==> src/rtl/subleq_boot_loader_pkg.sv <==
// Shared constants and loader state encoding for the subleq core.
// Core-wide sizes plus the boot stream sync byte.
package gc;

   localparam int WORD_SIZE = 16;
   localparam int MEM_SIZE  = 32;

   localparam logic [7:0] BOOT_SYNC_BYTE = 8'h55;

   typedef enum logic [2:0] {
      SYNC   = 3'd0,
      LEN_LO = 3'd1,
      LEN_HI = 3'd2,
      DATA   = 3'd3,
      CSUM   = 3'd4,
      DONE   = 3'd5,
      ERROR  = 3'd6
   } boot_state_e;

endpackage

==> src/rtl/subleq_boot_loader_word_asm.sv <==
// Little-endian byte-to-word assembler for the boot loader.
// word_o/word_done_o reflect the byte being accepted this cycle.
module boot_word_assembler
   import gc::*;
#(
   parameter int WORD_SIZE      = gc::WORD_SIZE,
   parameter int BYTES_PER_WORD = (WORD_SIZE + 7) / 8
) (
   input  logic                 clk,
   input  logic                 rst,
   input  logic                 byte_valid_i,
   input  logic [7:0]           byte_i,
   output logic [WORD_SIZE-1:0] word_o,
   output logic                 word_done_o
);

   localparam int AW = BYTES_PER_WORD * 8;
   localparam int CW = (BYTES_PER_WORD > 1) ? $clog2(BYTES_PER_WORD) : 1;

   logic [AW-1:0] acc_q, acc_d;
   logic [CW-1:0] cnt_q, cnt_d;
   logic          last;

   assign last = (cnt_q == CW'(BYTES_PER_WORD - 1));

   // New bytes enter at the top so the first byte ends up least significant.
   always_comb begin
      acc_d = acc_q;
      cnt_d = cnt_q;
      if (byte_valid_i) begin
         acc_d = (acc_q >> 8) | (AW'(byte_i) << (AW - 8));
         cnt_d = last ? '0 : cnt_q + CW'(1);
      end
   end

   assign word_o      = acc_d[WORD_SIZE-1:0];
   assign word_done_o = byte_valid_i && last;

   always_ff @(posedge clk or posedge rst) begin
      if (rst) begin
         acc_q <= '0;
         cnt_q <= '0;
      end else begin
         acc_q <= acc_d;
         cnt_q <= cnt_d;
      end
   end

endmodule

==> src/rtl/subleq_boot_loader.sv <==
// Boot loader: parses a framed byte stream, writes words into core memory,
// and releases the core only after a checksum-valid image is stored.
module subleq_boot_loader
   import gc::*;
#(
   parameter int WORD_SIZE      = gc::WORD_SIZE,
   parameter int MEM_SIZE       = gc::MEM_SIZE,
   parameter int BYTES_PER_WORD = (WORD_SIZE + 7) / 8
) (
   input  logic                 clk,
   input  logic                 rst,
   input  logic                 rx_valid,
   input  logic [7:0]           rx_data,
   output logic                 rx_ready,
   output logic [WORD_SIZE-1:0] mem_add,
   output logic [WORD_SIZE-1:0] mem_data_in,
   output logic                 mem_write,
   output logic                 core_run,
   output logic                 load_error,
   output logic [WORD_SIZE-1:0] words_loaded
);

   boot_state_e state_q, state_d;

   logic [7:0]           csum_q, csum_d;
   logic [7:0]           len_lo_q, len_lo_d;
   logic [15:0]          len_q, len_d;
   logic [15:0]          len_n;
   logic [WORD_SIZE-1:0] words_q, words_d;
   logic [WORD_SIZE-1:0] add_q, add_d;
   logic [WORD_SIZE-1:0] wdata_q, wdata_d;
   logic                 wr_q, wr_d;
   logic                 accept;
   logic                 last_word;
   logic [WORD_SIZE-1:0] asm_word;
   logic                 asm_done;

   assign accept    = rx_valid && rx_ready;
   assign len_n     = {rx_data, len_lo_q};
   assign last_word = (words_q == WORD_SIZE'(len_q - 16'd1));

   boot_word_assembler #(
      .WORD_SIZE      (WORD_SIZE),
      .BYTES_PER_WORD (BYTES_PER_WORD)
   ) u_asm (
      .clk          (clk),
      .rst          (rst),
      .byte_valid_i (accept && (state_q == DATA)),
      .byte_i       (rx_data),
      .word_o       (asm_word),
      .word_done_o  (asm_done)
   );

   always_ff @(posedge clk or posedge rst) begin
      if (rst) state_q <= SYNC;
      else     state_q <= state_d;
   end

   always_comb begin
      state_d = state_q;
      unique case (state_q)
         SYNC:   if (accept && rx_data == BOOT_SYNC_BYTE) state_d = LEN_LO;
         LEN_LO: if (accept) state_d = LEN_HI;
         LEN_HI: if (accept) begin
            if (len_n > 16'(MEM_SIZE)) state_d = ERROR;
            else if (len_n == 16'd0)   state_d = CSUM;
            else                       state_d = DATA;
         end
         DATA:   if (asm_done && last_word) state_d = CSUM;
         CSUM:   if (accept) state_d = (rx_data == csum_q) ? DONE : ERROR;
         default: state_d = state_q;
      endcase
   end

   always_comb begin
      rx_ready   = 1'b0;
      core_run   = 1'b0;
      load_error = 1'b0;
      unique case (state_q)
         SYNC, LEN_LO, LEN_HI, DATA, CSUM: rx_ready = 1'b1;
         DONE:    core_run   = 1'b1;
         ERROR:   load_error = 1'b1;
         default: ;
      endcase
   end

   always_comb begin
      csum_d   = csum_q;
      len_lo_d = len_lo_q;
      len_d    = len_q;
      words_d  = words_q;
      add_d    = add_q;
      wdata_d  = wdata_q;
      wr_d     = 1'b0;
      if (accept) begin
         unique case (state_q)
            SYNC:   csum_d = '0;
            LEN_LO: begin
               csum_d   = csum_q ^ rx_data;
               len_lo_d = rx_data;
            end
            LEN_HI: begin
               csum_d = csum_q ^ rx_data;
               len_d  = len_n;
            end
            DATA: begin
               csum_d = csum_q ^ rx_data;
               if (asm_done) begin
                  wr_d    = 1'b1;
                  add_d   = words_q;
                  wdata_d = asm_word;
                  words_d = words_q + WORD_SIZE'(1);
               end
            end
            default: ;
         endcase
      end
   end

   always_ff @(posedge clk or posedge rst) begin
      if (rst) begin
         csum_q   <= '0;
         len_lo_q <= '0;
         len_q    <= '0;
         words_q  <= '0;
         add_q    <= '0;
         wdata_q  <= '0;
         wr_q     <= 1'b0;
      end else begin
         csum_q   <= csum_d;
         len_lo_q <= len_lo_d;
         len_q    <= len_d;
         words_q  <= words_d;
         add_q    <= add_d;
         wdata_q  <= wdata_d;
         wr_q     <= wr_d;
      end
   end

   assign mem_write    = wr_q;
   assign mem_add      = add_q;
   assign mem_data_in  = wdata_q;
   assign words_loaded = words_q;

endmodule

==> config.mk <==
export PLATFORM = sky130hd
export DESIGN_NAME = subleq_boot_loader
export DESIGN_NICKNAME = d
export VERILOG_FILES = /design/src/rtl/subleq_boot_loader_pkg.sv /design/src/rtl/subleq_boot_loader_word_asm.sv /design/src/rtl/subleq_boot_loader.sv
export SDC_FILE = /design/constraint.sdc
export NUM_CORES = 1
export LEC_CHECK = 0
export ABC_AREA = 1
export CAP_MARGIN = 15
export CORE_MARGIN = 2
export CORE_UTILIZATION = 50
export DETAILED_ROUTE_END_ITERATION = 12
export PLACE_DENSITY = 0.81
export SYNTH_ARGS = -nofsm -noshare
export SYNTH_HDL_FRONTEND = slang
export SYNTH_SLANG_ARGS = --single-unit
==> constraint.sdc <==
create_clock -name clk -period 3.3 [get_ports clk]
set_clock_uncertainty 0.15 [all_clocks]
set_input_delay 0.66 -clock clk [delete_from_list [all_inputs] [get_ports clk]]
set_output_delay 0.66 -clock clk [all_outputs]
set_load 0.02 [all_outputs]
== After elaboration in Yosys (flattened, before gate mapping) ==
Cells that the tools add are included.
Operators by class
  equality and inequality tests: 14
  bitwise operators: 2
  $add $sub $neg: 3
  reductions and logical operators: 16
  muxes and demuxes: 18
  order comparisons: 1
Operators by type and width (number)
  3-bit 2-to-1 mux: 7
  16-bit by 1-bit adder with 16-bit output (second input constant): 1
  16-bit equality test: 1
  16-bit by 6-bit > comparator with 1-bit output (second input constant): 1
  16-bit logical NOT: 1
  16-bit 2-to-1 mux: 1
  8-bit by 16-bit bitwise OR with 16-bit output: 1
  8-bit case mux with 2 select lines: 1
  16-bit by 1-bit subtractor with 16-bit output (second input constant): 1
  3-bit case mux with 5 select lines: 1
  3-bit equality test (second input constant): 3
  8-bit by 7-bit equality test with 1-bit output (second input constant): 1
  8-bit equality test: 1
  2-bit inequality test (second input constant): 4
  8-bit bitwise XOR: 1
  1-bit 2-to-1 mux: 7
  3-bit by 2-bit equality test with 1-bit output (second input constant): 2
  2-bit AND reduction: 3
  6-bit AND reduction: 1
  1-bit logical AND: 5
  5-bit nonzero test: 1
  5-bit OR reduction: 1
  3-bit by 1-bit equality test with 1-bit output (second input constant): 1
  3-bit logical NOT: 1
  other kinds (6): 6
Storage, ports and cells
  bits of input ports: 11
  word-level logic and storage cells: 64
  register bits: 101
  output and inout port bits: 52

== Logic depth before layout (Yosys ltp) ==
  word-level depth: 9
  gate-level depth with buffers: 15
  gate-level depth less buffers: 15

== Hierarchy ==
From an unflattened synthesis, not the netlist that was laid out.
Second synthesis, totals
  cells, all modules: 592
  area, all modules: 4858.4 um2
By module, submodules not included
  subleq_boot_loader: area each 4145.2 um2, cells an instance 516, instances 1, seq. area each 2102.0 um2
  boot_word_assembler: area each 713.2 um2, cells an instance 76, instances 1, seq. area each 425.4 um2

== Worst setup path after synthesis ==
No wires, ideal clock.
  path kind: input to register
  from: in rx_valid
  to: reg state_q[0]
  path buffers: 1
  setup slack: 1274 ps
  data arrival time: 1759 ps
  library setup time: 117 ps
  stages: 14
  required time: 3033 ps
  path through: inv_2 -> nor2_4 -> nand3_4 -> nor2_4 -> buf_6 -> nand2_1 -> nor2_1 -> nand3b_1 -> nor2_1 -> nand3_1 -> nand2_1 -> nand2_1 -> nand2_1 -> nand2_1
Between the ends
  word-level cells in the longest chain between the ends: 6
  elaborated cells between the ends (all ways): 11
  those cells by class: eq/ne: 5; reduce/logical: 6
Ends and longest elaborated chain
  start, declared: line subleq_boot_loader.sv:12  | input logic rx_valid,
  1-bit logical AND (*): line subleq_boot_loader.sv:38  | assign accept = rx_valid && rx_ready;
  1-bit logical AND: line subleq_boot_loader.sv:48  | .byte_valid_i (accept && (state_q == DATA)),
  1-bit logical AND: line subleq_boot_loader_word_asm.sv:37  | assign word_done_o = byte_valid_i && last;
  1-bit logical AND: line subleq_boot_loader.sv:69  | DATA: if (asm_done && last_word) state_d = CSUM;
  2-bit by 1-bit inequality test with 1-bit output (no line)
  6-bit AND reduction (no line) (*)
  end signal, assigned: line subleq_boot_loader.sv:56  | else state_q <= state_d;
  end, declared: line subleq_boot_loader.sv:23  | boot_state_e state_q, state_d;
Every way passes the cells marked *; elsewhere a longest branch is shown, timed or not.
A chain may end at the register's enable or synchronous reset.

== Worst setup path after layout ==
  from: reg state_q[2]
  to: out load_error
Between the ends
  word-level cells in the longest chain between the ends: 2
Ends and longest elaborated chain
  3-bit equality test: line subleq_boot_loader.sv:79  | unique case (state_q)
  1-bit 2-to-1 mux: line subleq_boot_loader.sv:79
  end, declared: line subleq_boot_loader.sv:19  | output logic load_error,
Every way passes these cells.

==> impl_metrics.prom <==
# TYPE chip_impl_metric gauge
chip_impl_metric{name="die_height",unit="um"} 102
chip_impl_metric{name="whs_path_depth",unit=""} 2
chip_impl_metric{name="r2r_cells",unit=""} 13
chip_impl_metric{name="via_count_of_the_first_global_routing_pass",unit=""} 3933
chip_impl_metric{name="wire_length_of_the_first_global_routing_pass",unit="mm"} 17.9
chip_impl_metric{name="io-pin-count",unit=""} 63
chip_impl_metric{name="num_clock_sinks",unit=""} 101
chip_impl_metric{name="place.gp.congestion",unit=""} 0.939
chip_impl_metric{name="hold_violations",unit=""} 0
chip_impl_metric{name="clockBufferDepth",unit=""} 2
chip_impl_info{name="layout.cells.most_common",value="nand2_1"} 1
chip_impl_metric{name="r2r_setup_slack",unit="ns"} 0.97
chip_impl_info{name="min_delay_worst_type",value="flop to flop"} 1
chip_impl_info{name="worstPathCellList",value="inv_1, nor3_1, clkdlybuf4s50_1"} 1
chip_impl_metric{name="final_critical_path_setup_slack",unit="ns"} 0.430
chip_impl_metric{name="worst_pin_slew",unit="ns"} 0.555
chip_impl_metric{name="finalSetupViolCount",unit=""} 0
chip_impl_metric{name="detailroute.via_count",unit=""} 3953
chip_impl_metric{name="postCtsHoldBufs",unit=""} 0
chip_impl_metric{name="syn_to_final_growth",unit="%"} 20.4
chip_impl_metric{name="pre_cts_slack",unit="ns"} 0.438
chip_impl_metric{name="ys_seq_area_share",unit="%"} 52.4
chip_impl_metric{name="timing_max_transition_violations_final",unit=""} 0
chip_impl_metric{name="slew_headroom",unit="%"} 63.0
chip_impl_metric{name="detail_route.first_pass.iterations",unit=""} 5
chip_impl_metric{name="global_route.usage.total",unit="%"} 22.0
chip_impl_info{name="ctsRootBufferMaster",value="clkbuf_8"} 1
chip_impl_metric{name="wl_per_cell",unit="um"} 13.9
chip_impl_metric{name="clock_transition_at_the_register_clock_pins_on_the_worst_setup_and_hold_paths_after_cts",unit="ns"} 0.10
chip_impl_metric{name="dieWidth",unit="um"} 102
chip_impl_metric{name="met3_usage",unit="%"} 4.45
chip_impl_metric{name="insertion_delay",unit="ns"} 0.38
chip_impl_metric{name="worst-endpoint-required",unit="ns"} 2.49
chip_impl_metric{name="cell_area_after_technology_mapping",unit="mm2"} 0.00482
chip_impl_metric{name="grt_max_degree",unit=""} 102
chip_impl_metric{name="post_cts_resized",unit=""} 0
chip_impl_info{name="r2r_end",value="state_q[1]$_DFFE_PP0P_"} 1
chip_impl_metric{name="grt_util_met2",unit="%"} 35.4
chip_impl_metric{name="cts_made_buffers",unit=""} 9
chip_impl_info{name="critical_path_startpoint_category",value="flop"} 1
chip_impl_metric{name="synth_cells",unit=""} 579
chip_impl_metric{name="ir_worst_vdd",unit="uV"} 478
chip_impl_metric{name="fmaxAchievable",unit="MHz"} 348
chip_impl_metric{name="cp_data_arrival_time",unit="ns"} 2.06
chip_impl_metric{name="timing.critical_path.slowest_cell_delay",unit="ns"} 0.69
chip_impl_metric{name="post_route_cells_drive_above_1_share",unit="%"} 5.74
chip_impl_metric{name="crit_path_max_fanout",unit=""} 16
chip_impl_info{name="status",value="finished, final reports clean"} 1
chip_impl_metric{name="period_share",unit="%"} 87.0
chip_impl_metric{name="grt_antenna_before_repair",unit=""} 0
chip_impl_metric{name="grt_use_met1",unit="%"} 29.1
chip_impl_info{name="reg2reg_from",value="len_q[0]$_DFFE_PP0P_"} 1
chip_impl_info{name="setup_crit_path_kind",value="flop to output pin"} 1
chip_impl_metric{name="final_antenna_net_count",unit=""} 0
chip_impl_metric{name="place.detailed.hpwl",unit="mm"} 7.79
chip_impl_metric{name="power_leakage",unit="nW"} 2.87
chip_impl_info{name="grt_busiest_layer",value="met2"} 1
chip_impl_metric{name="grt_remaining_overflow",unit=""} 0
chip_impl_metric{name="whs",unit="ns"} 0.336
chip_impl_metric{name="powerDensity",unit="mW/mm2"} 790
chip_impl_metric{name="detail_route.vias_per_cell",unit=""} 5.11
chip_impl_info{name="hold-path-endpoint",value="mem_add[7]$_DFFE_PP0P_"} 1
chip_impl_metric{name="mappedNetlistNets",unit=""} 592
chip_impl_info{name="tritoncts",value="yes"} 1
chip_impl_metric{name="htreeDepth",unit=""} 3
chip_impl_metric{name="fin_tns_setup",unit="ns"} 0
chip_impl_metric{name="core_area",unit="mm2"} 0.00928
chip_impl_metric{name="drt_first_iter_violations",unit=""} 156
chip_impl_info{name="grt_setup_unrepaired",value="no"} 1
chip_impl_metric{name="number_of_cell_rows",unit=""} 35
chip_impl_info{name="slowest_stage",value="dfrtp_1"} 1
chip_impl_metric{name="routed_wirelength",unit="mm"} 10.7
chip_impl_metric{name="port-buffer-count",unit=""} 62
chip_impl_info{name="hold_path.startpoint",value="mem_add[7]$_DFFE_PP0P_"} 1
chip_impl_metric{name="start_util",unit="%"} 51.9
chip_impl_metric{name="yosys.cell_types.count",unit=""} 29
chip_impl_info{name="layout_common_cells",value="192 x nand2_1, 101 x dfrtp_1, 62 x clkdlybuf4s50_1"} 1
chip_impl_metric{name="drt_drc_violations_left",unit=""} 0
chip_impl_metric{name="critical_path.n_buffers_inverters",unit=""} 2
chip_impl_info{name="crit_path_end_kind",value="output pin"} 1
chip_impl_metric{name="fin_crit",unit="ns"} 2.87
chip_impl_metric{name="final-instance-count-excl-fill",unit=""} 774
chip_impl_metric{name="cap_viol_max_count",unit=""} 0
chip_impl_metric{name="synthesis.yosys.warnings",unit=""} 0
chip_impl_metric{name="yosys_register_bits",unit=""} 101
chip_impl_metric{name="syn_avg_cell_area",unit="um2"} 8.33
chip_impl_metric{name="num_antenna_cells",unit=""} 0
chip_impl_metric{name="die-area",unit="mm2"} 0.0104
chip_impl_metric{name="cts_post_setup_buffers_inserted",unit=""} 0
chip_impl_info{name="worst_path_dominant_cell_family",value="buffers and inverters"} 1
chip_impl_metric{name="dp.cells",unit=""} 758
chip_impl_metric{name="layout.nets",unit=""} 653
-- kinds of logic after synthesis --
group | count (synthesis) | share of synthesized area, %
simple gates | 290 | 25.5
flops | 101 | 52.4
buf+inv | 73 | 5.84
compound gates | 71 | 7.60
xor+xnor | 33 | 6.00
mux | 9 | 2.10
fa+ha+maj | 2 | 0.519
-- area by class of cell --
cell class,instances,area [um2]
fillers,815,3480
flip-flops and latches,101,2530
multi-input cells,405,2010
repair buffers,68,678
inverters,55,210
well taps,129,161
clock buffers,9,124
clock inverters,7,91.3
-- worst max path at each step --
stage                     cells after the start  slack, ns                      endpoint                   start
after CTS                                     3       0.44                    load_error  state_q[2]$_DFFE_PP0P_
after floorplan                              14       1.27        state_q[0]$_DFFE_PP0P_                rx_valid
after global routing                          3       0.29                    load_error  state_q[2]$_DFFE_PP0P_
after detailed placement                     10       0.44   words_loaded[6]$_DFFE_PP0P_                rx_valid
final                                         3       0.43                    load_error  state_q[2]$_DFFE_PP0P_
after global placement                       11       0.51  words_loaded[15]$_DFFE_PP0P_                rx_valid
-- cell usage after synthesis, drive strengths merged --
cell / instances / area share (%)
a21oi: 6 / 0.62
a32o: 1 / 0.21
buf: 3 / 0.39
clkbuf: 15 / 1.2
dfrtp: 101 / 52
ha: 2 / 0.52
inv: 55 / 4.3
mux2: 9 / 2.1
nand2: 192 / 15
nand3: 26 / 3.0
nand3b: 5 / 0.78
nand4: 11 / 1.4
nor2: 46 / 3.9
nor3: 6 / 0.93
nor4: 2 / 0.26
o21ai: 62 / 6.4
o21bai: 1 / 0.16
o41ai: 1 / 0.18
or2: 2 / 0.26
xnor2: 16 / 2.9
xor2: 17 / 3.1
-- where the power goes --
part	switching (mW)	total, mW	internal, mW
registers	0.353	2.00	1.65
logic	1.02	1.79	0.769
clock network	0.489	0.795	0.306
total	1.86	4.59	2.73
-- through the flow --
stage | utilization (%) | power [mW] | area, um2
after global placement | 60.2 | 3.71 | 5590
after detailed placement | 60.2 | 3.80 | 5590
final | 62.5 | 4.59 | 5800
after global routing | 62.5 | 4.92 | 5800
after CTS | 62.5 | 4.61 | 5800
after floorplan | - | 3.17 | 4820
-- state kept, by name, indices dropped and copies added, names as in the netlist --
register	flops
mem_add	16
u_asm.acc_q	16
csum_q	8
len_q	16
u_asm.cnt_q	1
words_loaded	16
mem_write	1
mem_data_in	16
state_q	3
len_lo_q	8
-- routing by layer --
layer / vias up / wire, um
met5: - / 0
met4: 0 / 305
met3: 26 / 587
met2: 135 / 5060
met1: 1837 / 4790
li1: 1955 / -
-- worst min-delay path, cell delays in order (launching register included) --
cell and delay (ns):
dfrtp_1 0.36, nand2_1 0.05, nand2_1 0.05
Note: power is estimated with default switching activity, not from simulation.
==> RTL edit (same flow settings) <==
Register the output `load_error`, cleared by the reset; this adds one clock of latency there. The other outputs are not delayed to match.
--- a/src/rtl/subleq_boot_loader.sv
+++ b/src/rtl/subleq_boot_loader.sv
@@ -19,6 +19,8 @@
    output logic                 load_error,
    output logic [WORD_SIZE-1:0] words_loaded
 );
+
+   logic load_error_d;
 
    boot_state_e state_q, state_d;
 
@@ -75,11 +77,11 @@
    always_comb begin
       rx_ready   = 1'b0;
       core_run   = 1'b0;
-      load_error = 1'b0;
+      load_error_d = 1'b0;
       unique case (state_q)
          SYNC, LEN_LO, LEN_HI, DATA, CSUM: rx_ready = 1'b1;
          DONE:    core_run   = 1'b1;
-         ERROR:   load_error = 1'b1;
+         ERROR:   load_error_d = 1'b1;
          default: ;
       endcase
    end
@@ -142,5 +144,13 @@
    assign mem_data_in  = wdata_q;
    assign words_loaded = words_q;
 
+   always_ff @(posedge clk or posedge rst) begin
+      if (rst) begin
+         load_error <= '0;
+      end else begin
+         load_error <= load_error_d;
+      end
+   end
+
 endmodule
 
Behaviour: not the same (Yosys sat finds a counterexample within 4 cycles, from zero or initial values and one cycle with rst high).
==> RTL edit against the original RTL <==
First-iteration DRC count up 12%. Worst hold slack improved by 5.1 ps. Synthesized cell count increased by 0.17%. Largest power group unchanged. Sequential share of layout area up 0.24 points. Worst setup slack better by 53 ps. Non-clock buffer count is 1 higher. Largest cell class unchanged. Sequential cell count up 1. Register-to-register slack improved by 40 ps. Synthesized area grew 0.52%. Final area increased by 0.43%. Global-route usage fell by 0.17 points. Wire length down 2.1%. Total power decreased by 0.17%.
==> RTL edit: results (changes against the original RTL) <==
Clocking
  • H-tree Lvls: 3 (unchanged)
  • Total CTS buffers: 9 (unchanged)
  • Post-CTS Resized: 0 (unchanged)
  • Clock network latency to the later pin of the worst-skew pair: 380 ps (about the same)
  • Clock transition at path regs: around 110 ps

Power and ir drop
  • Leak pwr: 2.886 nW (+0.64%)
  • Switching Fraction: 40.08% (-0.46 points)
  • Maximum vdd ir drop: 0.4774 mV (about the same)
  • Comb group: around 1.8 mW
  • Clock network power: 0.798 mW (about the same)

Placed design
  • Place WS: 430.1 ps (-8.346 ps)
  • Hpwl dp: 7.690 mm (-1.3%)
  • Dpl cell area: 0.005622 mm2 (+0.58%)
  • Routability cong.: 0.8748 (-6.9%)

Final layout
  • Seq_cells: 102 (+0.99%)
  • Multi-input gate count: 405 (unchanged)
  • Repair and plain buffers: 69 (+1.5%)
  • Diode count: 0 (unchanged)
  • NumNets Final: 655 (+0.31%)
  • # fillers: 818 (+0.37%)
  • Multi-input combinational area share: 34.51% (-0.15 points)
  • Clock buf/inv share: 3.563% (-0.14 points)
  • Layout cells sized above 1: 5.873% (+0.14 points)
  • Data buffer area share: 11.76% (+0.079 points)
  • Reg area: 0.002552 mm2 (+0.99%)

Status
  • Status: complete, no violations

STA
  • Fin crit share: 85.34% (-1.6 points)
  • Worst-margin pin slew: 508.1 ps (-47.01 ps)

Critical path
  • Reg2reg setup slack: 1010 ps (+40 ps)
  • Largest stage delay on the critical path: 670 ps (-20 ps)
  • Reg-to-Reg End: state_q[1]$_DFFE_PP0P_
  • Critical Path AT: 2010 ps (-50 ps)
  • Critical Path End: core_run
  • Crit path max-delay family: buffers and inverters
  • Critical path launch point: state_q[2]$_DFFE_PP0P_
  • Max FO, Critical Path: 16 (unchanged)
  • Worst Reg-to-Reg Cells: 13 (unchanged)

Routing
  • DRT Pass-1 Iters: 4 (-1)
  • Drt via density: 5.075 (-0.64%)
  • Initial drt markers: 174 (+12%)
  • Routed WL: 10.52 mm (-2.1%)

Yosys
  • Sequential area share after synthesis: 52.67% (+0.25 points)
  • Xor-xnor portion of the synthesized cell area: 5.964% (-0.031 points)
  • Compound-cell area share of the yosys netlist: 7.565% (-0.039 points)
  • Post-Syn Nets: 593 (+0.17%)
  • Top FF cell, synth: dfrtp_1
  • Mux contribution to synthesized area: 2.091% (-0.011 points)
  • Synth top area cells: dfrtp_1, nand2_1, o21ai_0, inv_1, nor2_1
  • Total number of yosys warnings: 0 (unchanged)
  • Synth top cells by count: nand2_1, dfrtp_1, inv_1
  • Adder-Cell Fraction of Synth Area: 0.5164% (-0.0027 points)

Min path
  • Hold Path End: mem_add[11]$_DFFE_PP0P_
  • Hold Path Class: reg2reg
  • Min-delay src: mem_add[11]$_DFFE_PP0P_
  • Min-Delay Path Depth: 2 (unchanged)

Global routing
  • Largest net degree at the start of global routing: 71 (-30%)
  • Number of global-route vias before repair: 3776 (-4.0%)
  • First-pass GRT wire length: 17.86 mm (-0.38%)
  • All-Layer GR Usage: 21.83% (-0.17 points)

Floorplan
  • CORE AREA: 0.009328 mm2 (+0.47%)
-- RTL edit: worst register-to-register path: cells and delay by family, from the launching register on --
family / cells / cell delay, ps
adders and majority gates: 1 / 210
and+or+nand+nor: 11 / 1280
buffers and inverters: 1 / 140
DFF: 1 / 400
-- RTL edit: layer usage --
| metal | vias to the layer above | GRT usage (%) | share of wire (%) |
|---|---|---|---|
| met4 | 0 | 8.821 | 1.7 |
| met3 | 18 | 3.283 | 4.2 |
| met5 | - | 0 | 0 |
| li1 | 1966 | - | - |
| met1 | 1851 | 30.48 | 47 |
| met2 | 103 | 34.44 | 47 |
-- RTL edit: per-stage QoR --
step,cells,util (%),hold slack [ps],total power [mW]
final,776,62.50,340.9,4.580
after detailed placement,760,60.27,314.0,3.807
after CTS,776,62.50,348.7,4.611
after global placement,760,60.27,314.4,3.738
after global routing,776,62.50,369.2,4.957
after floorplan,580,-,303.0,3.183
